==> src/rtl/fetch_stage_if.sv <==
// Instruction-memory request/response bundle between fetch and imem.
// Master issues req/addr; slave returns ready and a one-cycle rvalid pulse.
interface fetch_stage_if;
  logic        imem_req;
  logic [63:0] imem_addr;
  logic        imem_ready;
  logic        imem_rvalid;
  logic [31:0] imem_rdata;

  modport master (
    output imem_req,
    output imem_addr,
    input  imem_ready,
    input  imem_rvalid,
    input  imem_rdata
  );

  modport slave (
    input  imem_req,
    input  imem_addr,
    output imem_ready,
    output imem_rvalid,
    output imem_rdata
  );
endinterface

==> src/rtl/fetch_stage.sv <==
// IF stage plus IF/ID register: one outstanding imem fetch at a time,
// with a one-entry skid for responses that land during a stall.
module fetch_stage #(
  parameter logic [63:0] RESET_PC  = 64'h0,
  parameter logic [31:0] NOP_INSTR = 32'h0000_0013
) (
  input  logic                clk,
  input  logic                rst,
  input  logic                StallF,
  input  logic                FlushD,
  input  logic                PCSrcR,
  input  logic [63:0]         PCTargetR,
  fetch_stage_if.master       imem,
  output logic [31:0]         InstrD,
  output logic [63:0]         PCD,
  output logic [63:0]         PCPlus4D,
  output logic                ValidD
);

  typedef enum logic [1:0] {
    S_REQ,
    S_WAIT,
    S_HOLD
  } state_e;

  state_e      state_q, state_d;
  logic [63:0] pc_q, pc_d;
  logic        kill_q, kill_d;
  logic        req_q, req_d;
  logic [31:0] skid_instr_q, skid_instr_d;
  logic [63:0] skid_pc_q, skid_pc_d;
  logic [31:0] instrd_q, instrd_d;
  logic [63:0] pcd_q, pcd_d;
  logic [63:0] pcplus4d_q, pcplus4d_d;
  logic        validd_q, validd_d;

  logic [63:0] pc_plus4;
  logic [63:0] target;
  logic        accept;

  assign pc_plus4 = pc_q + 64'd4;
  assign target   = PCTargetR & ~64'h3;
  assign accept   = (state_q == S_REQ) && req_q
                    && imem.imem_ready;

  always_comb begin
    state_d      = state_q;
    pc_d         = pc_q;
    kill_d       = kill_q;
    skid_instr_d = skid_instr_q;
    skid_pc_d    = skid_pc_q;
    instrd_d     = instrd_q;
    pcd_d        = pcd_q;
    pcplus4d_d   = pcplus4d_q;
    validd_d     = validd_q;

    unique case (state_q)
      S_REQ: begin
        if (accept) begin
          state_d = S_WAIT;
          kill_d  = PCSrcR;
        end
      end
      S_WAIT: begin
        if (imem.imem_rvalid) begin
          if (kill_q || PCSrcR) begin
            kill_d  = 1'b0;
            state_d = S_REQ;
          end else if (!StallF) begin
            instrd_d   = imem.imem_rdata;
            pcd_d      = pc_q;
            pcplus4d_d = pc_plus4;
            validd_d   = 1'b1;
            pc_d       = pc_plus4;
            state_d    = S_REQ;
          end else begin
            skid_instr_d = imem.imem_rdata;
            skid_pc_d    = pc_q;
            state_d      = S_HOLD;
          end
        end else if (PCSrcR) begin
          kill_d = 1'b1;
        end
      end
      S_HOLD: begin
        if (PCSrcR) begin
          state_d = S_REQ;
        end else if (!StallF) begin
          instrd_d     = skid_instr_q;
          pcd_d        = skid_pc_q;
          pcplus4d_d   = skid_pc_q + 64'd4;
          validd_d     = 1'b1;
          pc_d         = pc_plus4;
          skid_instr_d = '0;
          skid_pc_d    = '0;
          state_d      = S_REQ;
        end
      end
      default: state_d = S_REQ;
    endcase

    // A bubble replaces whatever was loaded; PCD/PCPlus4D keep old values.
    if (FlushD || PCSrcR) begin
      instrd_d   = NOP_INSTR;
      validd_d   = 1'b0;
      pcd_d      = pcd_q;
      pcplus4d_d = pcplus4d_q;
    end

    if (PCSrcR) begin
      pc_d         = target;
      skid_instr_d = '0;
      skid_pc_d    = '0;
    end

    req_d = (state_d == S_REQ);
  end

  always_ff @(posedge clk) begin
    if (rst) begin
      state_q      <= S_REQ;
      pc_q         <= RESET_PC;
      kill_q       <= 1'b0;
      req_q        <= 1'b0;
      skid_instr_q <= '0;
      skid_pc_q    <= '0;
      instrd_q     <= NOP_INSTR;
      pcd_q        <= '0;
      pcplus4d_q   <= '0;
      validd_q     <= 1'b0;
    end else begin
      state_q      <= state_d;
      pc_q         <= pc_d;
      kill_q       <= kill_d;
      req_q        <= req_d;
      skid_instr_q <= skid_instr_d;
      skid_pc_q    <= skid_pc_d;
      instrd_q     <= instrd_d;
      pcd_q        <= pcd_d;
      pcplus4d_q   <= pcplus4d_d;
      validd_q     <= validd_d;
    end
  end

  assign imem.imem_req  = req_q;
  assign imem.imem_addr = pc_q;
  assign InstrD         = instrd_q;
  assign PCD            = pcd_q;
  assign PCPlus4D       = pcplus4d_q;
  assign ValidD         = validd_q;

endmodule
==> src/flat_wrapper.sv <==
// flat-port wrapper written by rule: the top's interface ports become plain ports
module fetch_stage_flat 
#(
  parameter logic [63:0] RESET_PC  = 64'h0,
  parameter logic [31:0] NOP_INSTR = 32'h0000_0013
)
  (clk, rst, StallF, FlushD, PCSrcR, PCTargetR, InstrD, PCD, PCPlus4D, ValidD, imem_imem_req, imem_imem_addr, imem_imem_ready, imem_imem_rvalid, imem_imem_rdata);
  fetch_stage_if imem_i ();
  input  logic clk;
  input  logic rst;
  input  logic StallF;
  input  logic FlushD;
  input  logic PCSrcR;
  input  logic [63:0] PCTargetR;
  output logic [31:0] InstrD;
  output logic [63:0] PCD;
  output logic [63:0] PCPlus4D;
  output logic ValidD;
  output wire logic [$bits(imem_i.imem_req)-1:0] imem_imem_req;
  output wire logic [$bits(imem_i.imem_addr)-1:0] imem_imem_addr;
  input wire logic [$bits(imem_i.imem_ready)-1:0] imem_imem_ready;
  input wire logic [$bits(imem_i.imem_rvalid)-1:0] imem_imem_rvalid;
  input wire logic [$bits(imem_i.imem_rdata)-1:0] imem_imem_rdata;
  assign imem_imem_req = imem_i.imem_req;
  assign imem_imem_addr = imem_i.imem_addr;
  assign imem_i.imem_ready = imem_imem_ready;
  assign imem_i.imem_rvalid = imem_imem_rvalid;
  assign imem_i.imem_rdata = imem_imem_rdata;
  fetch_stage #(.RESET_PC(RESET_PC), .NOP_INSTR(NOP_INSTR)) u_core (.clk(clk), .rst(rst), .StallF(StallF), .FlushD(FlushD), .PCSrcR(PCSrcR), .PCTargetR(PCTargetR), .imem(imem_i), .InstrD(InstrD), .PCD(PCD), .PCPlus4D(PCPlus4D), .ValidD(ValidD));
endmodule
==> config.mk <==
export PLATFORM = sky130hd
export DESIGN_NAME = fetch_stage_flat
export DESIGN_NICKNAME = d
export VERILOG_FILES = /design/src/rtl/fetch_stage_if.sv /design/src/rtl/fetch_stage.sv /design/src/flat_wrapper.sv
export SDC_FILE = /design/constraint.sdc
export NUM_CORES = 1
export LEC_CHECK = 0
export ABC_CLOCK_PERIOD_IN_PS = 4000
export CAP_MARGIN = 20
export CELL_PAD_IN_SITES_DETAIL_PLACEMENT = 1
export CELL_PAD_IN_SITES_GLOBAL_PLACEMENT = 1
export CORE_MARGIN = 1.5
export CORE_UTILIZATION = 42
export CTS_BUF_LIST = sky130_fd_sc_hd__clkbuf_4 sky130_fd_sc_hd__clkbuf_8
export DETAILED_ROUTE_END_ITERATION = 6
export PLACE_DENSITY_LB_ADDON = 0.1
export REMOVE_ABC_BUFFERS = 1
export SYNTH_ARGS = -nofsm -noshare
export SYNTH_HDL_FRONTEND = slang
export SYNTH_SLANG_ARGS = --single-unit
==> constraint.sdc <==
create_clock -name clk -period 4 [get_ports clk]
set_input_delay 0.6 -clock clk [delete_from_list [all_inputs] [get_ports clk]]
set_output_delay 0.6 -clock clk [all_outputs]
set_load 0.02 [all_outputs]
==> flow_summary_export.csv, run 1 <==
group,metric,value,unit
status,status,"completed",
timing,finalSetupViolCount,0,
timing,max-slew-margin-rel,39.4,%
logic_synthesis,ys_seq_elements,317,
clocking,clockBufferDepth,3,
logic_synthesis,syn_avg_cell_area,7.67,um2
global_route,grt_pass1_wl,103000,um
global_route,grt_overflow,0,
logic_synthesis,synth_ff_type,"dfxtp_1",
timing,min_period,3.06,ns
clocking,cts_hold_buffers,0,
clocking,numCtsBuffers,55,
critical_path,path_cells,"ha_1, nand3_1, or3_1, nor3_1, buf_4, nor4bb_1, mux2i_1, a2111oi_1",
floorplan,io_pins,329,
floorplan,start_util,42.9,%
clocking,numClockSinks,317,
clocking,cts_tree,"yes",
floorplan,core-area,37800,um2
logic_synthesis,yosysTopAreaCellShare,39.1,%
logic_synthesis,synth_edf_count,0,
finish,final_layout_size_suffix_gt1_share,8.26,%
clocking,post_cts_resized,0,
logic_synthesis,syn-cell-area,16200,um2
route,first_iter_violations,1221,
global_route,grt_util_all_layers,33.5,%
placed_design,dp_hpwl,45700,um
critical_path,cp_slowest_cell,"dfxtp_1",
critical_path,crit_type,"reg -> reg",
flow_run,max-cap-violations,0,
finish,final_nets,2452,
pwr,p_leak,6.70,nW
global_route,antenna_found_initial,6,
clocking,clk_pin_slew,0.06,ns
clocking,htree_num_levels,2,
timing,fmax,0.326,GHz
finish,area_delta_synth_final,28.6,%
route,vias,17400,
critical_path,crit_fanout,13,
critical_path,end_kind,"register",
pwr,finalPower,7.18,mW
critical_path,start_kind,"register",
floorplan,die_w,200,um
critical_path,cp.arrival,3.61,ns
finish,finish.utilization,55.2,%
logic_synthesis,yosys.area.top_type,"dfxtp_1",
clocking,post_cts_buffers,0,
floorplan,dieArea,39900,um2
route,ant_nets,0,
logic_synthesis,ys_seq_area_share,39.1,%
critical_path,cp_slowest_stage_delay,0.49,ns
logic_synthesis,synth_warnings,0,
timing,fin_worst_skew,0.0498,ns
timing,setup_slack,0.937,ns
route,drc,0,
pwr,power.density,344,nW/um2
placed_design,preCtsSetupSlack,0.579,ns
critical_path,cp_num_buf_inv,1,
critical_path,crit_family,"simple AND/OR/NAND/NOR gates",
timing,worstMarginPinSlew,0.900,ns
critical_path,worstPathRequired,4.55,ns
route,drt_pre_antenna_iters,5,
timing,rsz0062_at_grt,"false",
floorplan,die_h,200,um
min_path,min_path_type,"reg -> reg",
global_route,grt_max_degree,76,
clocking,cts-root-buf,"clkbuf_8",
timing,post-route-period-util,76.6,%
pwr,peakVddDrop,0.263,mV
timing,hold_violations,0,
placed_design,port_buffers,320,
route,routed_wl,67300,um
timing,report.final.slew_viol_count,0,
logic_synthesis,synth_cell_types,73,
global_route,grt_pass1_vias,17900,
floorplan,core.rowCount,71,
logic_synthesis,synth_area_leaders,"dfxtp_1 (39%), nand2_1 (9.6%), a311oi_1 (5.1%), nor2_1 (4.9%), nand3_1 (4.7%)",
placed_design,routabilityCongestion,0.896,
clocking,clk_latency,0.67,ns
route,viasPerCell,6.00,
logic_synthesis,synthCells,2116,
logic_synthesis,async_reset_ff_share,0,%
timing,timing.setup.tns,0,ns
route,wl_per_cell,23.2,um
[synth_stat cells, types with 13 or more instances]
cell type	n
a21oi_1	132
nor4_1	19
nor2_1	210
buf_2	43
nand2_1	415
nand4_1	53
o21ai_0	33
a311oi_1	95
a211oi_1	35
dfxtp_1	317
xnor2_1	85
buf_1	20
and3_1	27
and4_1	13
nand3_1	153
o211ai_1	13
mux2i_1	14
buf_4	21
xor2_1	67
clkbuf_1	131
nor3_1	62
or3_1	20
[per-stage QoR]
stage | std cells | hold slack [ns] | instance area (um2)
floorplan | 1905 | 0.432 | 15300
detailed placement | 2801 | 0.447 | 19700
finish | 2898 | 0.453 | 20900
global route | 2896 | 0.474 | 20900
global placement | 2800 | 0.438 | 19700
CTS | 2896 | 0.455 | 20900
[where the power goes]
part	internal, mW	total (mW)	leakage [nW]	switching (mW)
sequential	3.22	3.34	2.57	0.120
combinational	0.302	0.684	3.52	0.382
clock	1.73	3.15	0.611	1.42
total	5.25	7.18	6.70	1.92
[flip-flops by register name (all words and copies together), names as in the netlist, 2 cells and up]
signal,cells
u_core.PCD,62
u_core.PCPlus4D,62
u_core.imem.imem_addr,62
u_core.skid_pc_q,62
u_core.InstrD,32
u_core.skid_instr_q,32
u_core.state_q,2
[worst paths after layout]
path,from,cells after the start,end,slack [ns]
setup / recovery,u_core.imem.imem_addr[2],8,u_core.PCPlus4D[54],0.94
setup reg to reg,u_core.imem.imem_addr[2],8,u_core.PCPlus4D[54],0.94
hold reg to reg,u_core.skid_instr_q[30],2,u_core.skid_instr_q[30],0.45
hold / removal,u_core.skid_instr_q[30],2,u_core.skid_instr_q[30],0.45
[cells by family (layout without fill, tap and decap cells)]
| logic type | Yosys count | count (layout) | synth area share (%) |
|---|---|---|---|
| muxes | 14 | 14 | 0.863 |
| DFF | 317 | 317 | 39.1 |
| adders and majority gates | 2 | 2 | 0.154 |
| AOI/OAI and AO/OA | 377 | 377 | 16.2 |
| other | 1 | 8 | 0.0231 |
| and+or+nand+nor | 1027 | 1027 | 29.5 |
| xor gates and xnor gates | 152 | 152 | 8.20 |
| buffers and inverters | 226 | 490 | 6.05 |
[area by class of cell]
class	count	area, um2
fillers	4659	17000
multi-input cells	1578	8990
flip-flops and latches	317	6350
repair buffers	385	3730
clock buffers	89	1110
well taps	511	639
inverters	10	38.8
clock inverters	6	36.3
diodes	2	5.00
[cell usage in the layout (no fill, tap or decap), types with 4 or more instances in the layout]
cell and instances:
o21ai_0 32, nor2_1 208, buf_4 63, or2_2 4
a211oi_1 35, or4_1 9, a22oi_1 9, a221oi_1 5
nor4_2 4, clkinv_2 5, dfxtp_1 317, clkbuf_8 70
o221ai_1 7, conb_1 6, nor3_2 4, xnor2_1 85
o31ai_1 4, inv_1 9, nor4_1 18, a32o_1 4
o211ai_1 13, nand3_1 153, mux2i_1 14, nand4_1 53
a21oi_1 132, or3_1 20, nor3_1 62, xor2_1 67
clkbuf_4 19, clkdlybuf4s50_1 319, and3_1 27, and2_1 9
nand2_1 415, a311oi_1 95, and4_1 13, a221o_1 8
[metal layers]
metal,global-route usage (%),up-vias,share of wire [%]
met5,0,-,0.085
met4,14.6,8,3.7
met3,6.68,158,7.3
met2,55.6,689,48
met1,42.0,8641,41
li1,-,7905,-
[tightest hold or removal path: stages (launching register included)]
cell	delay, ns
dfxtp_1	0.31
nand2_1	0.05
a21oi_1	0.05
No activity file was read; power rests on OpenSTA's default activity.
==> run 2: changes to the inputs <==
--- a/config.mk
+++ b/config.mk
@@ -5,12 +5,12 @@
 export SDC_FILE = /design/constraint.sdc
 export NUM_CORES = 1
 export LEC_CHECK = 0
-export ABC_CLOCK_PERIOD_IN_PS = 4000
+export ABC_CLOCK_PERIOD_IN_PS = 2800
 export CAP_MARGIN = 20
 export CELL_PAD_IN_SITES_DETAIL_PLACEMENT = 1
 export CELL_PAD_IN_SITES_GLOBAL_PLACEMENT = 1
 export CORE_MARGIN = 1.5
-export CORE_UTILIZATION = 42
+export CORE_UTILIZATION = 35
 export CTS_BUF_LIST = sky130_fd_sc_hd__clkbuf_4 sky130_fd_sc_hd__clkbuf_8
 export DETAILED_ROUTE_END_ITERATION = 6
 export PLACE_DENSITY_LB_ADDON = 0.1
==> constraint.sdc (replaced) <==
create_clock -name clk -period 2.8 [get_ports clk]
set_input_delay 0.42 -clock clk [delete_from_list [all_inputs] [get_ports clk]]
set_output_delay 0.42 -clock clk [all_outputs]
set_load 0.02 [all_outputs]
==> run 2 against run 1 <==
Global-route usage down 4.3 points. Cell area up 5.4%. Sequential share of layout area decreased by 1.5 points. First-iteration DRC count is 14% lower. Core utilization decreased by 6.9 points. Combinational power rose by 65%. Flip-flop and latch count is the same. Via count hardly changed. Final cell count grew 6.7%. Critical path type unchanged. Largest power group is now the clock network.
==> flow_summary_export.csv, run 2 (synthesis gave the netlist of run 1 again) <==
group,metric,value,unit
clocking,cts_hold_buffers,0,
route,ant_nets,0,
finish,final_cells,3092,
finish,layout_commonest_cell,"nand2_1",
flow_run,max-cap-violations,0,
route,wl_per_cell,23.0,um
finish,nFillCells,5470,
clocking,clk_latency,0.67,ns
placed_design,port_buffers,320,
finish,area_delta_synth_final,35.5,%
floorplan,die_h,218,um
timing,max-slew-margin-rel,50.2,%
critical_path,end_kind,"register",
global_route,grt_pass1_wl,108000,um
pwr,power.density,484,nW/um2
min_path,min_path_type,"in -> reg",
route,first_iter_violations,1054,
timing,fmax,0.373,GHz
clocking,post_cts_buffers,0,
clocking,clk_pin_slew,0.06,ns
floorplan,start_util,35.6,%
route,viasPerCell,5.63,
clocking,cts-root-buf,"clkbuf_8",
route,routed_wl,71000,um
critical_path,crit_type,"reg -> reg",
clocking,cts_tree,"yes",
finish,finish.utilization,48.3,%
finish,final_cell_area,22000,um2
timing,timing.hold.ws,0.243,ns
timing,fin_worst_skew,0.0261,ns
critical_path,worstPathRequired,3.34,ns
placed_design,dp_hpwl,50300,um
critical_path,cp.arrival,3.22,ns
clocking,numCtsBuffers,57,
timing,worstMarginPinSlew,0.740,ns
timing,min_period,2.68,ns
pwr,peakVddDrop,0.291,mV
timing,rsz0062_at_grt,"false",
placed_design,place_inst,2990,
finish,final_nets,2554,
clocking,numClockSinks,317,
status,status,"completed",
clocking,htree_num_levels,2,
timing,timing.setup.tns,0,ns
global_route,grt_pass1_vias,17800,
global_route,grt_max_degree,124,
finish,regArea,6350,um2
placed_design,dpl_cell_area,20700,um2
floorplan,io_pins,329,
critical_path,cp.depth,7,
timing,hold_violations,0,
finish,multi_input_area,9010,um2
critical_path,ff2ff_path_depth,7,
floorplan,dieArea,47700,um2
critical_path,crit_family,"simple AND/OR/NAND/NOR gates",
route,drc,0,
placed_design,routabilityCongestion,0.929,
pwr,finalPower,10.7,mW
critical_path,crit_fanout,19,
critical_path,cp_slowest_stage_delay,0.72,ns
floorplan,core.rowCount,78,
finish,antennaDiodeCount,0,
pwr,p_leak,7.31,nW
timing,post-route-period-util,95.8,%
global_route,grt_overflow,0,
global_route,antenna_found_initial,2,
floorplan,core-area,45600,um2
global_route,grt_util_all_layers,29.2,%
timing,report.final.slew_viol_count,0,
placed_design,preCtsSetupSlack,-0.144,ns
route,drt_pre_antenna_iters,6,
critical_path,start_kind,"register",
floorplan,die_w,218,um
critical_path,cp_slowest_cell,"nor4_2",
min_path,whs_path_depth,2,
finish,layout_common_cells,"nand2_1 (415), clkdlybuf4s50_1 (319), dfxtp_1 (317), nor2_1 (208)",
critical_path,path_cells,"nand4_1, nor4_2, nand3_1, buf_4, nor3_1, and3b_1, a2111oi_0",
timing,setup_slack,0.117,ns
timing,finalSetupViolCount,0,
clocking,clockBufferDepth,3,
route,vias,17400,
critical_path,cp_num_buf_inv,1,
finish,final_layout_size_suffix_gt1_share,12.3,%
## run 2: worst paths after layout
check | from | end | slack (ns)
setup / recovery | u_core.skid_pc_q[19] | u_core.PCPlus4D[40] | 0.12
hold / removal | rst | u_core.imem.imem_addr[20] | 0.24
setup reg to reg | u_core.skid_pc_q[19] | u_core.PCPlus4D[40] | 0.12
hold reg to reg | u_core.skid_instr_q[21] | u_core.skid_instr_q[21] | 0.45
## run 2: power by group
part | switching [mW] | internal, mW
Clock | 2.10 | 2.73
Combinational | 0.644 | 0.491
Sequential | 0.0982 | 4.60
Total | 2.84 | 7.81
## run 2: repair_timing
item,CTS,global route
setup endpoints to repair,0,5
endpoints found under the hold margin,0,0
resized for setup,0,3
## run 2: per-layer routing
metal | GRT usage, % | up-vias | wire length [um]
met5 | 0 | - | 27
met3 | 4.90 | 113 | 4050
li1 | - | 8130 | -
met1 | 36.7 | 8640 | 30400
met2 | 50.3 | 522 | 34600
met4 | 9.84 | 4 | 1970
## run 2: final cells by class
class                      instances  share of cell area [%]
clock buffer                      92                    5.33
clock inverter                    10                   0.341
inverter                          10                   0.176
multi-input combinational       1578                    40.9
sequential                       317                    28.8
tap                              600                    3.41
timing repair buffer             485                    21.0
